**src/rtl/multicycle_datapath.sv**
```systemverilog
// Multicycle MIPS-I subset core with one shared req/ready memory port and a 32x32 register file.
// Executes add/sub/and/or/slt, lw, sw, beq, addi and j; any other encoding halts the core.
module multicycle_datapath #(
    parameter int unsigned       ADDR_W   = 32,
    parameter logic [ADDR_W-1:0] RESET_PC = '0
) (
    input  logic              CLK,
    input  logic              Reset,
    output logic              mem_req,
    output logic              mem_we,
    output logic [ADDR_W-1:0] mem_addr,
    output logic [31:0]       mem_wdata,
    input  logic              mem_ready,
    input  logic [31:0]       mem_rdata,
    output logic [ADDR_W-1:0] pc_out,
    output logic              retired,
    output logic              halt,
    output logic [31:0]       result_reg
);

    localparam logic [3:0] StFetch    = 4'd0;
    localparam logic [3:0] StDecode   = 4'd1;
    localparam logic [3:0] StBranch   = 4'd2;
    localparam logic [3:0] StRExec    = 4'd3;
    localparam logic [3:0] StAddrExec = 4'd4;
    localparam logic [3:0] StMemRd    = 4'd5;
    localparam logic [3:0] StMemWr    = 4'd6;
    localparam logic [3:0] StRWb      = 4'd7;
    localparam logic [3:0] StIWb      = 4'd8;
    localparam logic [3:0] StLwWb     = 4'd9;
    localparam logic [3:0] StHalt     = 4'd10;

    localparam logic [5:0] OpRType = 6'b000000;
    localparam logic [5:0] OpLw    = 6'b100011;
    localparam logic [5:0] OpSw    = 6'b101011;
    localparam logic [5:0] OpBeq   = 6'b000100;
    localparam logic [5:0] OpAddi  = 6'b001000;
    localparam logic [5:0] OpJ     = 6'b000010;

    localparam logic [5:0] FnAdd = 6'b100000;
    localparam logic [5:0] FnSub = 6'b100010;
    localparam logic [5:0] FnAnd = 6'b100100;
    localparam logic [5:0] FnOr  = 6'b100101;
    localparam logic [5:0] FnSlt = 6'b101010;

    logic [3:0]        state_q, state_d;
    logic [ADDR_W-1:0] pc_q, pc_d;
    logic [31:0]       ir_q, ir_d;
    logic [31:0]       a_q, a_d;
    logic [31:0]       b_q, b_d;
    logic [31:0]       alu_out_q, alu_out_d;
    logic [31:0]       mdr_q, mdr_d;
    logic [31:0]       result_q, result_d;
    logic [31:0]       rf_q [32];

    logic              rf_we;
    logic [4:0]        rf_waddr;
    logic [31:0]       rf_wdata;

    logic [5:0]        opcode, funct;
    logic [4:0]        rs, rt, rd;
    logic [31:0]       imm_sext, pc_ext, branch_tgt, jump_tgt;
    logic              funct_ok, is_legal;
    logic [ADDR_W-1:0] addr_sel;

    assign opcode   = ir_q[31:26];
    assign rs       = ir_q[25:21];
    assign rt       = ir_q[20:16];
    assign rd       = ir_q[15:11];
    assign funct    = ir_q[5:0];
    assign imm_sext = {{16{ir_q[15]}}, ir_q[15:0]};

    // Targets are formed at 32 bits and truncated, so narrow ADDR_W needs no special casing.
    // In DECODE pc_q already holds PC+4.
    assign pc_ext     = 32'(pc_q);
    assign branch_tgt = pc_ext + {imm_sext[29:0], 2'b00};
    assign jump_tgt   = {pc_ext[31:28], ir_q[25:0], 2'b00};

    always_comb begin
        case (funct)
            FnAdd, FnSub, FnAnd, FnOr, FnSlt: funct_ok = 1'b1;
            default:                          funct_ok = 1'b0;
        endcase
        case (opcode)
            OpRType:                          is_legal = funct_ok;
            OpLw, OpSw, OpBeq, OpAddi, OpJ:   is_legal = 1'b1;
            default:                          is_legal = 1'b0;
        endcase
    end

    always_comb begin
        state_d   = state_q;
        pc_d      = pc_q;
        ir_d      = ir_q;
        a_d       = a_q;
        b_d       = b_q;
        alu_out_d = alu_out_q;
        mdr_d     = mdr_q;
        rf_we     = 1'b0;
        rf_waddr  = rt;
        rf_wdata  = alu_out_q;

        case (state_q)
            StFetch: begin
                if (mem_ready) begin
                    ir_d    = mem_rdata;
                    pc_d    = pc_q + ADDR_W'(32'd4);
                    state_d = StDecode;
                end
            end
            StDecode: begin
                a_d       = rf_q[rs];
                b_d       = rf_q[rt];
                alu_out_d = branch_tgt;
                if (!is_legal) begin
                    state_d = StHalt;
                end else begin
                    case (opcode)
                        OpJ: begin
                            pc_d    = jump_tgt[ADDR_W-1:0];
                            state_d = StFetch;
                        end
                        OpBeq:   state_d = StBranch;
                        OpRType: state_d = StRExec;
                        default: state_d = StAddrExec;
                    endcase
                end
            end
            StBranch: begin
                if (a_q == b_q) pc_d = alu_out_q[ADDR_W-1:0];
                state_d = StFetch;
            end
            StRExec: begin
                case (funct)
                    FnAdd:   alu_out_d = a_q + b_q;
                    FnSub:   alu_out_d = a_q - b_q;
                    FnAnd:   alu_out_d = a_q & b_q;
                    FnOr:    alu_out_d = a_q | b_q;
                    default: alu_out_d = {31'b0, $signed(a_q) < $signed(b_q)};
                endcase
                state_d = StRWb;
            end
            StAddrExec: begin
                alu_out_d = a_q + imm_sext;
                case (opcode)
                    OpAddi:  state_d = StIWb;
                    OpLw:    state_d = StMemRd;
                    default: state_d = StMemWr;
                endcase
            end
            StMemRd: begin
                if (mem_ready) begin
                    mdr_d   = mem_rdata;
                    state_d = StLwWb;
                end
            end
            StMemWr: begin
                if (mem_ready) state_d = StFetch;
            end
            StRWb: begin
                rf_we    = 1'b1;
                rf_waddr = rd;
                state_d  = StFetch;
            end
            StIWb: begin
                rf_we   = 1'b1;
                state_d = StFetch;
            end
            StLwWb: begin
                rf_we    = 1'b1;
                rf_wdata = mdr_q;
                state_d  = StFetch;
            end
            default: state_d = StHalt;
        endcase

        result_d = (rf_we && rf_waddr != 5'd0) ? rf_wdata : result_q;
    end

    always_comb begin
        mem_req  = 1'b0;
        mem_we   = 1'b0;
        addr_sel = pc_q;
        retired  = 1'b0;
        case (state_q)
            StFetch:  mem_req = 1'b1;
            StMemRd: begin
                mem_req  = 1'b1;
                addr_sel = alu_out_q[ADDR_W-1:0];
            end
            StMemWr: begin
                mem_req  = 1'b1;
                mem_we   = 1'b1;
                addr_sel = alu_out_q[ADDR_W-1:0];
                retired  = mem_ready;
            end
            StDecode:                       retired = is_legal && (opcode == OpJ);
            StBranch, StRWb, StIWb, StLwWb: retired = 1'b1;
            default: ;
        endcase
        // Reset forces FETCH asynchronously; gate the request so it drops in the same cycle.
        if (Reset) begin
            mem_req = 1'b0;
            retired = 1'b0;
        end
    end

    assign mem_addr   = {addr_sel[ADDR_W-1:2], 2'b00};
    assign mem_wdata  = b_q;
    assign pc_out     = pc_q;
    assign halt       = (state_q == StHalt);
    assign result_reg = result_q;

    always_ff @(posedge CLK or posedge Reset) begin
        if (Reset) begin
            state_q   <= StFetch;
            pc_q      <= RESET_PC;
            ir_q      <= '0;
            a_q       <= '0;
            b_q       <= '0;
            alu_out_q <= '0;
            mdr_q     <= '0;
            result_q  <= '0;
        end else begin
            state_q   <= state_d;
            pc_q      <= pc_d;
            ir_q      <= ir_d;
            a_q       <= a_d;
            b_q       <= b_d;
            alu_out_q <= alu_out_d;
            mdr_q     <= mdr_d;
            result_q  <= result_d;
        end
    end

    // r0 is never written, so it keeps its reset value of zero.
    always_ff @(posedge CLK or posedge Reset) begin
        if (Reset) begin
            for (int i = 0; i < 32; i++) rf_q[i] <= '0;
        end else if (rf_we && rf_waddr != 5'd0) begin
            rf_q[rf_waddr] <= rf_wdata;
        end
    end

endmodule

```
**config.mk**
```make
export PLATFORM = sky130hd
export DESIGN_NAME = multicycle_datapath
export DESIGN_NICKNAME = d
export VERILOG_FILES = /design/src/rtl/multicycle_datapath.sv
export SDC_FILE = /design/constraint.sdc
export NUM_CORES = 2
export LEC_CHECK = 0
export ABC_AREA = 0
export CORE_AREA = 5 5 347 349
export DETAILED_ROUTE_END_ITERATION = 8
export DIE_AREA = 0 0 352 354
export PLACE_DENSITY_LB_ADDON = 0.12
export SLEW_MARGIN = 5
export SYNTH_ARGS = -nofsm -noshare
export SYNTH_HDL_FRONTEND = slang
export SYNTH_SLANG_ARGS = --single-unit
```
**constraint.sdc**
```tcl
create_clock -name CLK -period 61.2 [get_ports CLK]
set_input_delay 15.3 -clock CLK [delete_from_list [all_inputs] [get_ports CLK]]
set_output_delay 15.3 -clock CLK [all_outputs]
set_load 0.05 [all_outputs]
```
==> impl_metrics.csv <==
group,metric,value,unit
sta,rsz0062_at_grt,"false",
routing,num_vias,53690,
final_layout,regMostFlops,"rf_q",
clock_tree,clockBufferDepth,3,
setup_path,ff2ff_setup_slack,55720,ps
synthesis,ys_types,98,
final_layout,final_net_count,6417,
setup_path,crit_family,"buffers and inverters",
synthesis,synth_common_cells,"1252 x dfrtp_1, 753 x nor2_1, 726 x a21oi_1",
setup_path,cp_data_required_time,45900,ps
global_routing,grt_pass1_vias,52520,
min_path,holdPathStages,0,
synthesis,synth.top_cell.area_share,44.95,%
run,maxCapViolCount,0,
synthesis,synthCells,6386,
routing,drt_iter0_markers,6671,
floorplanning,initial_utilization,59.50,%
power,internal_power,1.323,mW
placement,dp_hpwl,142000,um
synthesis,synth_flop_cell,"dfrtp_1",
setup_path,path_buf_inv,2,
floorplanning,die_y,354,um
routing,ant_nets,0,
clock_tree,hold_buffers,0,
status,status,"finished, final reports clean",
power,powerDensity,21.97,nW/um^2
setup_path,worstReg2RegEnd,"rf_q[635]",
floorplanning,top_level_ports,167,
power,ir_drop,0.03028,mV
floorplanning,rows,126,
power,combPwrFrac,1.2,%
setup_path,r2r_start,"state_q[2]",
sta,skew,29.28,ps
final_layout,fillers,9095,
sta,fmax,30.69,MHz
sta,setup_violations,0,
routing,first_pass_iters,6,
setup_path,worstPathCellList,"clkdlybuf4s50_1 > o21ai_0 > o21ai_0 > a31oi_1 > nor2_1 > clkdlybuf4s50_1",
routing,wl,230400,um
sta,finalCriticalPeriod,32590,ps
setup_path,cp_slowest_cell,"clkdlybuf4s50_1",
final_layout,drive_above_1_share,18.60,%
power,switching_power,369.1,uW
power,switching_share,21.82,%
setup_path,crit_arrival,17290,ps
setup_path,cp-start-kind,"primary input",
clock_tree,clkTransAtPathRegs,50,ps
sta,setup_tns,0,ps
placement,gpl.final_weighted_congestion,0.9814,
min_path,min_to,"rf_q[996]",
min_path,worstHoldStart,"rf_q[996]",
synthesis,synth_most_common_cell,"dfrtp_1",
setup_path,crit_fanout,9,
sta,hold_viol,0,
synthesis,synth.area.top_cells,"dfrtp_1 45%, mux4_2 21%, a21oi_1 5.2%, o21ai_0 4.9%, nor2_1 4.1%",
setup_path,setup.worst_path.end_class,"output pin",
clock_tree,cts_resized,0,
setup_path,path_class,"primary input to output pin",
clock_tree,cts_sinks,1252,
global_routing,grtUsageTotal,36.96,%
clock_tree,htreeDepth,4,
power,power_frac_clock,49.9,%
synthesis,async_flop_share,100.0,%
routing,via_per_inst,6.831,
global_routing,antenna_found_initial,12,
clock_tree,numCtsBuffers,139,
power,p_leak,32.08,nW
synthesis,yosysTopAreaCell,"dfrtp_1",
routing,wire_per_inst,29.31,um
sta,slew_viol_final,0,
floorplanning,dieArea,124600,sq um
sta,slew_headroom,11.43,%
synthesis,synth-edff-count,0,
setup_path,worstRegToRegCells,10,
power,p_seq_share,48.9,%
synthesis,avgSynthCellArea,10.91,sq um
synthesis,syn_area,69690,sq um
sta,holdWs,395.6,ps
sta,period_share,53.25,%
floorplanning,die_x,352,um
min_path,min_path_type,"register to register",
synthesis,ys_seq_area_share,44.95,%
setup_path,slowest_delay,810,ps
global_routing,grt_first_pass_wirelength,343300,um
clock_tree,clkLatencyLatePin,780,ps
global_routing,grt_max_degree,193,
sta,tightestPinTransition,1301,ps
global_routing,grt_overflow,0,
floorplanning,core-area,117100,sq um
final_layout,area_growth,10.48,%
synthesis,ys_warn_count,0,
final_layout,largest_reg_flops,1024,
clock_tree,post_cts_buffers,0,
clock_tree,clockRootBuffer,"clkbuf_16",
placement,place.port_buffers,164,
clock_tree,cts_tree,"yes",
routing,drcViolationCount,0,
synthesis,yosys_register_bits,1252,
-- how the worst max path moves through the flow --
stage	start	to	slack [ps]	depth (start not counted)
5_1_grt	mem_ready	retired	28490	6
4_1_cts	mem_ready	retired	28610	6
3_5_place_dp	mem_ready	retired	28620	6
3_3_place_gp	mem_ready	retired	28600	6
2_1_floorplan	Reset	a_q[0]	10620	1
6_report	mem_ready	retired	28610	6
-- area by class of cell --
type	instances	area [sq um]	share of cell area (%)
clock inverters	46	474.2	0.6159
clock buffers	197	4063	5.277
multi-input cells	4418	36120	46.91
inverters	130	495.5	0.6435
diodes	6	15.01	0.01950
flip-flops and latches	1252	31370	40.74
repair buffers	275	2537	3.296
well taps	1536	1922	2.496
-- cell usage in the layout (no fill, tap or decap), types with 21 or more instances in the layout --
master	count
clkbuf_16	144
a221oi_1	33
mux2_2	91
a21oi_1	725
a21o_1	36
clkinv_2	27
clkbuf_1	27
clkbuf_8	26
mux2i_1	81
nand2_1	631
nor3_1	55
o22ai_1	21
mux2i_4	30
nor2_1	741
buf_4	106
xnor2_1	53
inv_1	129
mux4_2	640
nand3_1	35
clkdlybuf4s50_1	164
a31oi_1	29
ha_1	162
xor2_1	22
o21ai_0	677
dfrtp_1	1240
-- worst register-to-register path, stage by stage (launching register included) --
cell	delay, ps
dfrtp_1	780
nand2b_1	380
nor2_4	500
mux2i_1	350
nand2b_1	390
o22ai_4	100
buf_4	340
or2_1	560
nor2_4	1080
buf_4	660
a21oi_1	160
-- cell families after synthesis --
| group | share of synthesized area, % |
|---|---|
| fa+ha+maj | 3.023 |
| mux | 23.78 |
| xor+xnor | 0.9425 |
| other cells | 0.005381 |
| buf+inv | 4.138 |
| simple gates | 9.662 |
| flops | 44.95 |
| compound gates | 13.50 |
-- power groups by stage --
| stage | sequential [mW] | combinational (mW) | clock (mW) |
|---|---|---|---|
| 6_report | 0.828 | 0.0199 | 0.844 |
| 5_1_grt | 0.827 | 0.0235 | 0.886 |
| 2_1_floorplan | 0.845 | 0.0124 | 0 |
| 4_1_cts | 0.828 | 0.0210 | 0.853 |
| 3_5_place_dp | 0.843 | 0.0210 | 0 |
| 3_3_place_gp | 0.843 | 0.0208 | 0 |
-- per-stage QoR --
step / worst slack (ps) / power, mW / area, sq um / util, % / instances
final: 28610 / 1.692 / 77000 / 65.73 / 7860
after global routing: 28490 / 1.737 / 76980 / 65.72 / 7854
after CTS: 28610 / 1.702 / 76980 / 65.72 / 7854
after detailed placement: 28620 / 0.8639 / 72440 / 61.85 / 7611
after global placement: 28600 / 0.8637 / 72440 / 61.85 / 7611
after floorplan: 10620 / 0.8573 / 69700 / - / 6387
-- layer usage --
metal | wire [um] | vias to the layer above | global-route usage, % | part of all wire [%]
li1 | - | 22890 | - | -
met1 | 89580 | 27190 | 51.26 | 39
met2 | 105500 | 3000 | 56.88 | 46
met3 | 24140 | 601 | 8.505 | 10
met4 | 11180 | 4 | 16.09 | 4.9
met5 | 23 | - | 0 | 0.010
No activity file was read; power rests on OpenSTA's default activity.
